--- src/rtl/f9pcap_frame_parser_pkg.sv ---
// Shared definitions for the f9pcap frame parser.
// Holds the header geometry, the fixed protocol constants checked in the
// Ethernet/IPv4 header, and the parser state encoding.
package f9pcap_frame_parser_pkg;

  localparam int F9HDR_ETH_LEN       = 14;
  localparam int F9HDR_IPUDP_LEN     = 28;
  localparam int F9PCAP_A_HDR_LENGTH = 58;
  // First byte of the f9pcap header (tts) follows Ethernet + IP + UDP.
  localparam int F9PCAP_OFS          = F9HDR_ETH_LEN + F9HDR_IPUDP_LEN;

  localparam logic [15:0] F9_ETHERTYPE_IPV4 = 16'h0800;
  localparam logic [7:0]  F9_IP_VER_IHL     = 8'h45;
  localparam logic [7:0]  F9_IP_PROTO_UDP   = 8'h11;
  localparam logic [23:0] F9_MCAST_OUI      = 24'h01005e;

  typedef enum logic [1:0] {
    ST_HDR  = 2'd0,
    ST_PAY  = 2'd1,
    ST_DROP = 2'd2
  } f9_state_e;

endpackage

--- src/rtl/f9pcap_frame_parser_if.sv ---
// Byte stream bundle used for both the input frame stream and the payload
// stream of the f9pcap frame parser.
//   valid/ready : a beat transfers on a clock edge where valid && ready are
//                 both 1. The master keeps valid, data, last and err stable
//                 until the beat transfers; ready may change freely and may
//                 depend combinationally on valid.
//   data        : one byte per beat.
//   last        : marks the final beat of a frame.
//   err         : qualifies the last beat; 1 when the frame length was wrong.
interface f9pcap_frame_parser_if #(
  parameter int DATA_WIDTH = 8
);
  logic                  valid;
  logic                  ready;
  logic [DATA_WIDTH-1:0] data;
  logic                  last;
  logic                  err;

  modport master (output valid, data, last, err, input ready);
  modport slave  (input valid, data, last, output ready);
endinterface

--- src/rtl/f9pcap_sat_counter.sv ---
// Saturating event counter: counts inc pulses, holds at all-ones.
// Ports: clk_in, rst_n_in (async active-low), inc (count enable), cnt (value).
module f9pcap_sat_counter #(
  parameter int CNT_WIDTH = 32
) (
  input  logic                 clk_in,
  input  logic                 rst_n_in,
  input  logic                 inc,
  output logic [CNT_WIDTH-1:0] cnt
);

  always_ff @(posedge clk_in or negedge rst_n_in) begin
    if (!rst_n_in) begin
      cnt <= '0;
    end else if (inc && (cnt != {CNT_WIDTH{1'b1}})) begin
      cnt <= cnt + 1'b1;
    end
  end

endmodule

--- src/rtl/f9pcap_frame_parser.sv ---
// f9pcap frame parser: checks the 58-byte Ethernet/IPv4/UDP + f9pcap header
// against the configured addresses, extracts the f9pcap fields, forwards the
// payload with zero latency and keeps saturating status counters.
// Ports:
//   clk_in, rst_n_in            clock, asynchronous active-low reset
//   f9pcap_*                    expected header addresses and ports
//   s_if (slave)                input frame stream
//   m_if (master)               payload stream (err on last = bad length)
//   hdr_*_out                   extracted fields, valid with hdr_valid_out
//   cnt_*_out                   ok / header-error / length-error / seq-gap
//   dbg_state_out               current parser state
module f9pcap_frame_parser
  import f9pcap_frame_parser_pkg::*;
#(
  parameter int DATA_WIDTH       = 8,
  parameter int TTS_WIDTH        = 64,
  parameter int SFP_COUNT        = 2,
  parameter int FRAME_MAX_LENGTH = 1600,
  parameter int CNT_WIDTH        = 32
) (
  input  logic                  clk_in,
  input  logic                  rst_n_in,
  input  logic [31:0]           f9pcap_mcgroup_addr,
  input  logic [15:0]           f9pcap_mcgroup_port,
  input  logic [47:0]           f9pcap_src_mac_addr,
  input  logic [31:0]           f9pcap_src_ip_addr,
  input  logic [15:0]           f9pcap_src_port,
  f9pcap_frame_parser_if.slave  s_if,
  f9pcap_frame_parser_if.master m_if,
  output logic                  hdr_valid_out,
  output logic [TTS_WIDTH-1:0]  hdr_tts_out,
  output logic [15:0]           hdr_port_out,
  output logic [15:0]           hdr_len_out,
  output logic [31:0]           hdr_seq_out,
  output logic [CNT_WIDTH-1:0]  cnt_ok_out,
  output logic [CNT_WIDTH-1:0]  cnt_hdr_err_out,
  output logic [CNT_WIDTH-1:0]  cnt_len_err_out,
  output logic [CNT_WIDTH-1:0]  cnt_seq_gap_out,
  output f9_state_e             dbg_state_out
);

  localparam int          PW      = (SFP_COUNT > 1) ? $clog2(SFP_COUNT) : 1;
  localparam logic [15:0] MAX_W   = 16'(FRAME_MAX_LENGTH);
  localparam logic [15:0] NPORT_W = 16'(SFP_COUNT);
  localparam logic [15:0] HEND_W  = 16'(F9PCAP_A_HDR_LENGTH - 1);
  localparam logic [15:0] OFS_W   = 16'(F9PCAP_OFS);

  f9_state_e              r_state, w_state_nxt;
  logic                   r_rdy_en;
  logic [15:0]            r_byte_cnt;
  logic                   r_mis;
  logic [TTS_WIDTH-1:0]   r_tts_sh;
  logic [15:0]            r_port_sh, r_len_sh;
  logic [31:0]            r_seq_sh;
  logic [31:0]            r_exp_seq [SFP_COUNT];
  logic [SFP_COUNT-1:0]   r_seen;
  logic                   r_hdr_valid;
  logic [TTS_WIDTH-1:0]   r_hdr_tts;
  logic [15:0]            r_hdr_port, r_hdr_len;
  logic [31:0]            r_hdr_seq;

  logic [DATA_WIDTH-1:0]  w_byte;
  logic [7:0]             w_exp;
  logic                   w_chk, w_acc, w_pay, w_mis_all, w_hdr_end, w_hdr_good;
  logic [31:0]            w_seq;
  logic [PW-1:0]          w_pidx;
  logic [15:0]            w_pay_cnt;
  logic                   w_len_bad, w_hdr_fire;
  logic                   w_inc_ok, w_inc_hdr, w_inc_len, w_inc_gap;

  assign w_byte = s_if.data;
  assign w_pay  = (r_state == ST_PAY);
  assign w_acc  = s_if.valid && s_if.ready;

  // Stream glue: ready is held low until the first clock after reset.
  assign s_if.ready = r_rdy_en && (!w_pay || m_if.ready);
  assign m_if.valid = s_if.valid && w_pay;
  assign m_if.data  = w_pay ? s_if.data : {DATA_WIDTH{1'b0}};
  assign m_if.last  = w_pay && s_if.last;
  assign m_if.err   = w_pay && s_if.last && w_len_bad;

  // Expected value of each checked header byte; unchecked bytes clear w_chk.
  always_comb begin
    w_chk = 1'b1;
    w_exp = 8'h00;
    case (r_byte_cnt)
      16'd0:  w_exp = F9_MCAST_OUI[23:16];
      16'd1:  w_exp = F9_MCAST_OUI[15:8];
      16'd2:  w_exp = F9_MCAST_OUI[7:0];
      16'd3:  w_exp = {1'b0, f9pcap_mcgroup_addr[22:16]};
      16'd4:  w_exp = f9pcap_mcgroup_addr[15:8];
      16'd5:  w_exp = f9pcap_mcgroup_addr[7:0];
      16'd6:  w_exp = f9pcap_src_mac_addr[47:40];
      16'd7:  w_exp = f9pcap_src_mac_addr[39:32];
      16'd8:  w_exp = f9pcap_src_mac_addr[31:24];
      16'd9:  w_exp = f9pcap_src_mac_addr[23:16];
      16'd10: w_exp = f9pcap_src_mac_addr[15:8];
      16'd11: w_exp = f9pcap_src_mac_addr[7:0];
      16'd12: w_exp = F9_ETHERTYPE_IPV4[15:8];
      16'd13: w_exp = F9_ETHERTYPE_IPV4[7:0];
      16'(F9HDR_ETH_LEN):     w_exp = F9_IP_VER_IHL;
      16'(F9HDR_ETH_LEN + 9): w_exp = F9_IP_PROTO_UDP;
      16'd26: w_exp = f9pcap_src_ip_addr[31:24];
      16'd27: w_exp = f9pcap_src_ip_addr[23:16];
      16'd28: w_exp = f9pcap_src_ip_addr[15:8];
      16'd29: w_exp = f9pcap_src_ip_addr[7:0];
      16'd30: w_exp = f9pcap_mcgroup_addr[31:24];
      16'd31: w_exp = f9pcap_mcgroup_addr[23:16];
      16'd32: w_exp = f9pcap_mcgroup_addr[15:8];
      16'd33: w_exp = f9pcap_mcgroup_addr[7:0];
      16'd34: w_exp = f9pcap_src_port[15:8];
      16'd35: w_exp = f9pcap_src_port[7:0];
      16'd36: w_exp = f9pcap_mcgroup_port[15:8];
      16'd37: w_exp = f9pcap_mcgroup_port[7:0];
      default: w_chk = 1'b0;
    endcase
  end

  assign w_mis_all  = r_mis || (w_chk && (w_byte != w_exp));
  assign w_hdr_end  = (r_byte_cnt == HEND_W);
  assign w_hdr_good = !w_mis_all && (r_port_sh < NPORT_W);
  assign w_seq      = {r_seq_sh[23:0], w_byte};
  assign w_pidx     = r_port_sh[PW-1:0];
  // Payload bytes including the current beat (first payload beat -> 1).
  assign w_pay_cnt  = r_byte_cnt - HEND_W;
  assign w_len_bad  = (w_pay_cnt != r_len_sh);
  assign w_inc_gap  = w_hdr_fire && r_seen[w_pidx] && (w_seq != r_exp_seq[w_pidx]);

  always_ff @(posedge clk_in or negedge rst_n_in) begin
    if (!rst_n_in) r_state <= ST_HDR;
    else           r_state <= w_state_nxt;
  end

  always_comb begin
    w_state_nxt = r_state;
    w_hdr_fire  = 1'b0;
    w_inc_ok    = 1'b0;
    w_inc_hdr   = 1'b0;
    w_inc_len   = 1'b0;
    case (r_state)
      ST_HDR: begin
        if (w_acc) begin
          if (w_hdr_end) begin
            if (w_hdr_good) begin
              w_hdr_fire = 1'b1;
              // last on the final header byte: empty payload is a length error.
              if (s_if.last) w_inc_len   = 1'b1;
              else           w_state_nxt = ST_PAY;
            end else begin
              w_inc_hdr = 1'b1;
              if (!s_if.last) w_state_nxt = ST_DROP;
            end
          end else if (s_if.last) begin
            w_inc_hdr = 1'b1;  // runt frame
          end
        end
      end
      ST_PAY: begin
        if (w_acc) begin
          if (s_if.last) begin
            w_state_nxt = ST_HDR;
            if (w_len_bad) w_inc_len = 1'b1;
            else           w_inc_ok  = 1'b1;
          end else if ((r_byte_cnt + 16'd1) == MAX_W) begin
            w_state_nxt = ST_DROP;
            w_inc_len   = 1'b1;
          end
        end
      end
      ST_DROP: begin
        if (w_acc && s_if.last) w_state_nxt = ST_HDR;
      end
      default: w_state_nxt = ST_HDR;
    endcase
  end

  always_ff @(posedge clk_in or negedge rst_n_in) begin
    if (!rst_n_in) begin
      r_rdy_en    <= 1'b0;
      r_byte_cnt  <= '0;
      r_mis       <= 1'b0;
      r_tts_sh    <= '0;
      r_port_sh   <= '0;
      r_len_sh    <= '0;
      r_seq_sh    <= '0;
      r_seen      <= '0;
      for (int i = 0; i < SFP_COUNT; i++) r_exp_seq[i] <= '0;
      r_hdr_valid <= 1'b0;
      r_hdr_tts   <= '0;
      r_hdr_port  <= '0;
      r_hdr_len   <= '0;
      r_hdr_seq   <= '0;
    end else begin
      r_rdy_en    <= 1'b1;
      r_hdr_valid <= w_hdr_fire;
      if (w_acc) begin
        r_byte_cnt <= s_if.last ? 16'd0 : r_byte_cnt + 16'd1;
        r_mis      <= s_if.last ? 1'b0 : w_mis_all;
        if (r_state == ST_HDR) begin
          if (r_byte_cnt >= OFS_W && r_byte_cnt < OFS_W + 16'd8)
            r_tts_sh <= {r_tts_sh[TTS_WIDTH-9:0], w_byte};
          if (r_byte_cnt >= OFS_W + 16'd8 && r_byte_cnt < OFS_W + 16'd10)
            r_port_sh <= {r_port_sh[7:0], w_byte};
          if (r_byte_cnt >= OFS_W + 16'd10 && r_byte_cnt < OFS_W + 16'd12)
            r_len_sh <= {r_len_sh[7:0], w_byte};
          if (r_byte_cnt >= OFS_W + 16'd12)
            r_seq_sh <= w_seq;
        end
      end
      if (w_hdr_fire) begin
        r_hdr_tts         <= r_tts_sh;
        r_hdr_port        <= r_port_sh;
        r_hdr_len         <= r_len_sh;
        r_hdr_seq         <= w_seq;
        r_exp_seq[w_pidx] <= w_seq + 32'd1;
        r_seen[w_pidx]    <= 1'b1;
      end
    end
  end

  assign hdr_valid_out = r_hdr_valid;
  assign hdr_tts_out   = r_hdr_tts;
  assign hdr_port_out  = r_hdr_port;
  assign hdr_len_out   = r_hdr_len;
  assign hdr_seq_out   = r_hdr_seq;
  assign dbg_state_out = r_state;

  f9pcap_sat_counter #(.CNT_WIDTH(CNT_WIDTH)) u_cnt_ok (
    .clk_in(clk_in), .rst_n_in(rst_n_in), .inc(w_inc_ok), .cnt(cnt_ok_out));
  f9pcap_sat_counter #(.CNT_WIDTH(CNT_WIDTH)) u_cnt_hdr (
    .clk_in(clk_in), .rst_n_in(rst_n_in), .inc(w_inc_hdr), .cnt(cnt_hdr_err_out));
  f9pcap_sat_counter #(.CNT_WIDTH(CNT_WIDTH)) u_cnt_len (
    .clk_in(clk_in), .rst_n_in(rst_n_in), .inc(w_inc_len), .cnt(cnt_len_err_out));
  f9pcap_sat_counter #(.CNT_WIDTH(CNT_WIDTH)) u_cnt_gap (
    .clk_in(clk_in), .rst_n_in(rst_n_in), .inc(w_inc_gap), .cnt(cnt_seq_gap_out));

endmodule

--- src/flat_wrapper.sv ---
// flat-port wrapper written by rule: the top's interface ports become plain ports
module f9pcap_frame_parser_flat import f9pcap_frame_parser_pkg::*;
#(
  parameter int DATA_WIDTH       = 8,
  parameter int TTS_WIDTH        = 64,
  parameter int SFP_COUNT        = 2,
  parameter int FRAME_MAX_LENGTH = 1600,
  parameter int CNT_WIDTH        = 32
)
  (clk_in, rst_n_in, f9pcap_mcgroup_addr, f9pcap_mcgroup_port, f9pcap_src_mac_addr, f9pcap_src_ip_addr, f9pcap_src_port, hdr_valid_out, hdr_tts_out, hdr_port_out, hdr_len_out, hdr_seq_out, cnt_ok_out, cnt_hdr_err_out, cnt_len_err_out, cnt_seq_gap_out, dbg_state_out, s_if_valid, s_if_data, s_if_last, s_if_ready, m_if_valid, m_if_data, m_if_last, m_if_err, m_if_ready);
  f9pcap_frame_parser_if #(.DATA_WIDTH(DATA_WIDTH)) s_if_i ();
  f9pcap_frame_parser_if #(.DATA_WIDTH(DATA_WIDTH)) m_if_i ();
  input  logic clk_in;
  input  logic rst_n_in;
  input  logic [31:0] f9pcap_mcgroup_addr;
  input  logic [15:0] f9pcap_mcgroup_port;
  input  logic [47:0] f9pcap_src_mac_addr;
  input  logic [31:0] f9pcap_src_ip_addr;
  input  logic [15:0] f9pcap_src_port;
  output logic hdr_valid_out;
  output logic [TTS_WIDTH-1:0] hdr_tts_out;
  output logic [15:0] hdr_port_out;
  output logic [15:0] hdr_len_out;
  output logic [31:0] hdr_seq_out;
  output logic [CNT_WIDTH-1:0] cnt_ok_out;
  output logic [CNT_WIDTH-1:0] cnt_hdr_err_out;
  output logic [CNT_WIDTH-1:0] cnt_len_err_out;
  output logic [CNT_WIDTH-1:0] cnt_seq_gap_out;
  output f9_state_e dbg_state_out;
  input wire logic [$bits(s_if_i.valid)-1:0] s_if_valid;
  input wire logic [$bits(s_if_i.data)-1:0] s_if_data;
  input wire logic [$bits(s_if_i.last)-1:0] s_if_last;
  output wire logic [$bits(s_if_i.ready)-1:0] s_if_ready;
  output wire logic [$bits(m_if_i.valid)-1:0] m_if_valid;
  output wire logic [$bits(m_if_i.data)-1:0] m_if_data;
  output wire logic [$bits(m_if_i.last)-1:0] m_if_last;
  output wire logic [$bits(m_if_i.err)-1:0] m_if_err;
  input wire logic [$bits(m_if_i.ready)-1:0] m_if_ready;
  assign s_if_i.valid = s_if_valid;
  assign s_if_i.data = s_if_data;
  assign s_if_i.last = s_if_last;
  assign s_if_ready = s_if_i.ready;
  assign m_if_valid = m_if_i.valid;
  assign m_if_data = m_if_i.data;
  assign m_if_last = m_if_i.last;
  assign m_if_err = m_if_i.err;
  assign m_if_i.ready = m_if_ready;
  f9pcap_frame_parser #(.DATA_WIDTH(DATA_WIDTH), .TTS_WIDTH(TTS_WIDTH), .SFP_COUNT(SFP_COUNT), .FRAME_MAX_LENGTH(FRAME_MAX_LENGTH), .CNT_WIDTH(CNT_WIDTH)) u_core (.clk_in(clk_in), .rst_n_in(rst_n_in), .f9pcap_mcgroup_addr(f9pcap_mcgroup_addr), .f9pcap_mcgroup_port(f9pcap_mcgroup_port), .f9pcap_src_mac_addr(f9pcap_src_mac_addr), .f9pcap_src_ip_addr(f9pcap_src_ip_addr), .f9pcap_src_port(f9pcap_src_port), .s_if(s_if_i), .m_if(m_if_i), .hdr_valid_out(hdr_valid_out), .hdr_tts_out(hdr_tts_out), .hdr_port_out(hdr_port_out), .hdr_len_out(hdr_len_out), .hdr_seq_out(hdr_seq_out), .cnt_ok_out(cnt_ok_out), .cnt_hdr_err_out(cnt_hdr_err_out), .cnt_len_err_out(cnt_len_err_out), .cnt_seq_gap_out(cnt_seq_gap_out), .dbg_state_out(dbg_state_out));
endmodule
--- config.mk ---
export PLATFORM = sky130hd
export DESIGN_NAME = f9pcap_frame_parser_flat
export DESIGN_NICKNAME = d
export VERILOG_FILES = /design/src/rtl/f9pcap_frame_parser_pkg.sv /design/src/rtl/f9pcap_frame_parser_if.sv /design/src/rtl/f9pcap_sat_counter.sv /design/src/rtl/f9pcap_frame_parser.sv /design/src/flat_wrapper.sv
export SDC_FILE = /design/constraint.sdc
export NUM_CORES = 1
export LEC_CHECK = 0
export ABC_AREA = 1
export BUFFER_PORTS_ARGS = -buffer_cell sky130_fd_sc_hd__buf_2
export CORE_MARGIN = 2
export CORE_UTILIZATION = 57
export CTS_CLUSTER_DIAMETER = 40
export DETAILED_ROUTE_END_ITERATION = 12
export GPL_TIMING_DRIVEN = 0
export PLACE_DENSITY = 0.77
export SLEW_MARGIN = 20
export SYNTH_ARGS = -nofsm -noshare
export SYNTH_HDL_FRONTEND = slang
export SYNTH_HIERARCHICAL = 1
export SYNTH_SLANG_ARGS = --single-unit
--- constraint.sdc ---
create_clock -name clk_in -period 4.95 [get_ports clk_in]
set_clock_uncertainty 0.05 [all_clocks]
set_input_delay 0.99 -clock clk_in [delete_from_list [all_inputs] [get_ports clk_in]]
set_output_delay 0.99 -clock clk_in [all_outputs]
set_load 0.02 [all_outputs]
==> metrics.txt <==
Die W=between 200 and 250 um; PortBufs=around 430; initial antenna violation count=3; most frequent cells in the layout=1225 x nand2_1, 463 x dfrtp_1, 459 x buf_2, 327 x nor2_1, 316 x inv_1; Pre-Repair DR Iteration Count=6; part of the power in registers=38.0%; GR Overflow Total=0; Mapped Cells=around 3500; vias=25500; arrival time at the worst endpoint=a little over 5 ns; CTS Sinks=around 460; FF-to-FF Start=u_core/r_byte_cnt[0]$_DFFE_PN0P_; Switching Share=between 20% and 30%; I/O Pins=428; min Tclk post-route=4.69 ns; cell family with most CP delay=simple AND/OR/NAND/NOR gates; Worst path max stage delay=0.51 ns; P&R area growth vs syn=22.1%; Worst Tran Pin Value=0.747 ns; CP max-delay cell=dfrtp_1; placer congestion estimate=roughly 1; cell mode on critical path=nand2_1; final net count=4135; Comb power frac=14.9%; maxcap violations=0; Slew headroom=50.0%; wire length per cell=around 18 um; Mapped Nets=3629; RSZ-0062 raised after global routing=false; first-pass GRT wire length=between 100000 and 150000 um; Pwr Density=354 nW/um2; syn avg cell area=7.36 um2; CTS Buffer Depth=3; max-slew violation count=0; WS Path Type=reg -> reg; post-route ant nets=0; H-tree depth=3; layout cells sized above 1=a little under a fifth; Internal=7710 uW; vias per inst=5.53; leakage=0.0156 uW; number of setup violations in the final report=0; gr usage total=35.3%; height of the die=~220 um; clock root cell=clkbuf_16; sequential share of the synthesized area=45.5%; Synth Cell Area=approximately 25000 um2; crit-path max FO=9; Yosys Warn Count=6; Critical Path Start=u_core/r_byte_cnt[0]$_DFFE_PN0P_; Max VDD drop=446 uV; crit share post-route=between 90 and 100%; P_sw=approximately 3300 uW; Inst Count DP=between 4000 and 5000; # DRC=0; CTS tree=built; CTS Hold Bufs=0; total CTS buffers=69; final worst-path setup slack=roughly 0.26 ns; Final HPWL DP=60200 um; Worst Path Required=5.36 ns; most common cell after layout, fill and taps aside=nand2_1; vias in the first global route=24200; Die ar.=46400 um2; status=finished clean; Yosys reg bits=463; Final Non-Filler Cells=4616; Hold Path Class=in -> async; Crit. End Element=flop; Cell Rows=77; Total Routed Length=roughly 83000 um; starting DRC count in detailed routing=2605; Core Area=44100 um2; CP bufs+invs=3; dpl ws=-0.631 ns; WHS=0.285 ns; Yosys cell types=49; starting density of the core=between 50% and 60%; fmax=0.213 GHz; crit start category=flop; Clock Power Share=47.2%; Skew-Pair Late Insertion Delay=around 0.61 ns; clk slew on worst S/H paths=0.06 ns; largest net degree at the start of global routing=about 100; Fin. Hold Viols=0
## worst reg2reg max path: stages, from the launching register on
cell and delay (ns):
dfrtp_1 0.51, inv_1 0.16, ha_1 0.30, nand3_1 0.23, nor2_4 0.15, nand3_1 0.12, nand2_1 0.05, nor2_1 0.23
nand2_1 0.15, nor2_1 0.22, nand3_1 0.10, nand2_1 0.08, nand2_1 0.05, nor2_1 0.11, nand2_1 0.07, nand2_1 0.11
nand3_2 0.14, nor2_4 0.27, nand3_1 0.19, a21oi_4 0.22, buf_12 0.14, inv_1 0.08, nor2_2 0.21, nand2_1 0.15
nor2_2 0.22, nand3_1 0.11, nand2_1 0.09, nand2_1 0.06
## timing repair
item	in CTS	in global routing
pin swaps	0	2
buffers inserted	0	3
setup endpoints to repair	21	11
endpoints found under the hold margin	0	0
resized for setup	15	7
## worst paths after layout
path / slack, ns / end / depth (start not counted)
max: 0.26 / u_core/u_cnt_gap/cnt[28]$_DFFE_PN0P_ / 27
min: 0.28 / u_core/u_cnt_hdr/cnt[3]$_DFFE_PN0P_ / 1
max in group asynchronous: 3.05 / u_core/hdr_tts_out[29]$_DFFE_PN0N_ / 4
min in group clk_in: 0.41 / u_core/hdr_port_out[6]$_DFFE_PN0N_ / 2
min reg2reg: 0.41 / u_core/hdr_port_out[6]$_DFFE_PN0N_ / 2
max reg2reg: 0.26 / u_core/u_cnt_gap/cnt[28]$_DFFE_PN0P_ / 27
## per-stage QoR
step	power [uW]	setup TNS, ns	cell area [um2]	util, %
after floorplan	5200	0	25500	-
after global placement	5770	-3017.61	28300	64.2
after detailed placement	5810	-4.69	28500	64.6
after CTS	11000	0	31000	70.3
after global routing	11400	0	31100	70.4
final	11000	0	31100	70.4
## metal layers
| layer | vias to the layer above | part of all wire, % | global-route usage [%] |
|---|---|---|---|
| met3 | 250 | 9.9 | 8.66 |
| met5 | - | 0 | 0 |
| met2 | 1209 | 45 | 55.2 |
| met4 | 0 | 4.7 | 16.0 |
| li1 | 12000 | - | - |
| met1 | 12000 | 40 | 46.6 |
## flip-flops by register name (all words and copies together), names as in the netlist, 16 cells and up
name,cells
u_core/hdr_len_out,16
u_core/hdr_port_out,16
u_core/hdr_seq_out,32
u_core/hdr_tts_out,64
u_core/r_byte_cnt,16
u_core/r_exp_seq,64
u_core/r_len_sh,16
u_core/r_port_sh,16
u_core/r_seq_sh,24
u_core/r_tts_sh,64
u_core/u_cnt_gap/cnt,32
u_core/u_cnt_hdr/cnt,32
u_core/u_cnt_len/cnt,32
u_core/u_cnt_ok/cnt,32
## Yosys cell counts (all sizes together)
cell | count | share of area (%)
nand2 | 1265 | 19
dfrtp | 463 | 46
nor2 | 379 | 6.4
inv | 324 | 4.8
o21ai | 318 | 6.4
nand3 | 276 | 5.5
xor2 | 77 | 2.6
buf | 73 | 2.2
nand4 | 63 | 1.5
clkbuf | 48 | 0.71
nand3b | 34 | 1.0
xnor2 | 32 | 1.1
a21oi | 18 | 0.40
nor3 | 16 | 0.31
o22ai | 16 | 0.39
nor4 | 12 | 0.32
ha | 11 | 0.54
clkinv | 7 | 0.10
mux2i | 4 | 0.16
o21bai | 4 | 0.12
o2111ai | 3 | 0.10
o211ai | 3 | 0.088
a211oi | 2 | 0.059
and3 | 2 | 0.049
or2 | 2 | 0.049
or4 | 2 | 0.059
a211o | 1 | 0.034
a31oi | 1 | 0.025
conb | 1 | 0.015
nor4b | 1 | 0.034
o21a | 1 | 0.029
o31ai | 1 | 0.029
or3 | 1 | 0.025
## power by group through the flow
stage | logic [uW] | registers [uW] | clock network (uW)
floorplan | 998 | 4210 | 0
global placement | 1550 | 4220 | 0
detailed placement | 1590 | 4220 | 0
CTS | 1610 | 4160 | 5240
global route | 1790 | 4190 | 5420
finish | 1630 | 4170 | 5190
## kinds of logic (layout without fill, tap and decap cells)
kind of cell             Yosys count  count (layout)  synth area share (%)
AO/OA/AOI/OAI                    368             368                  7.69
XOR/XNOR                         109             109                  3.75
adder cells (fa/ha/maj)           11              11                 0.541
buffers and inverters            452            1013                  7.80
flip-flops                       463             463                  45.5
multiplexers                       4               4                 0.157
other                              1               3                0.0147
AND/OR/NAND/NOR                 2053            2053                  34.5
## final cells by class
cell class / count / area, um2
clock buffers: 80 / 1830
well taps: 592 / 741
multi-input cells: 2546 / 12000
flip-flops and latches: 463 / 11600
clock inverters: 46 / 624
diodes: 2 / 5.00
inverters: 331 / 1240
fillers: 3785 / 13000
repair buffers: 435 / 2320
plain buffers: 121 / 743
Note: power is estimated with default switching activity, not from simulation.
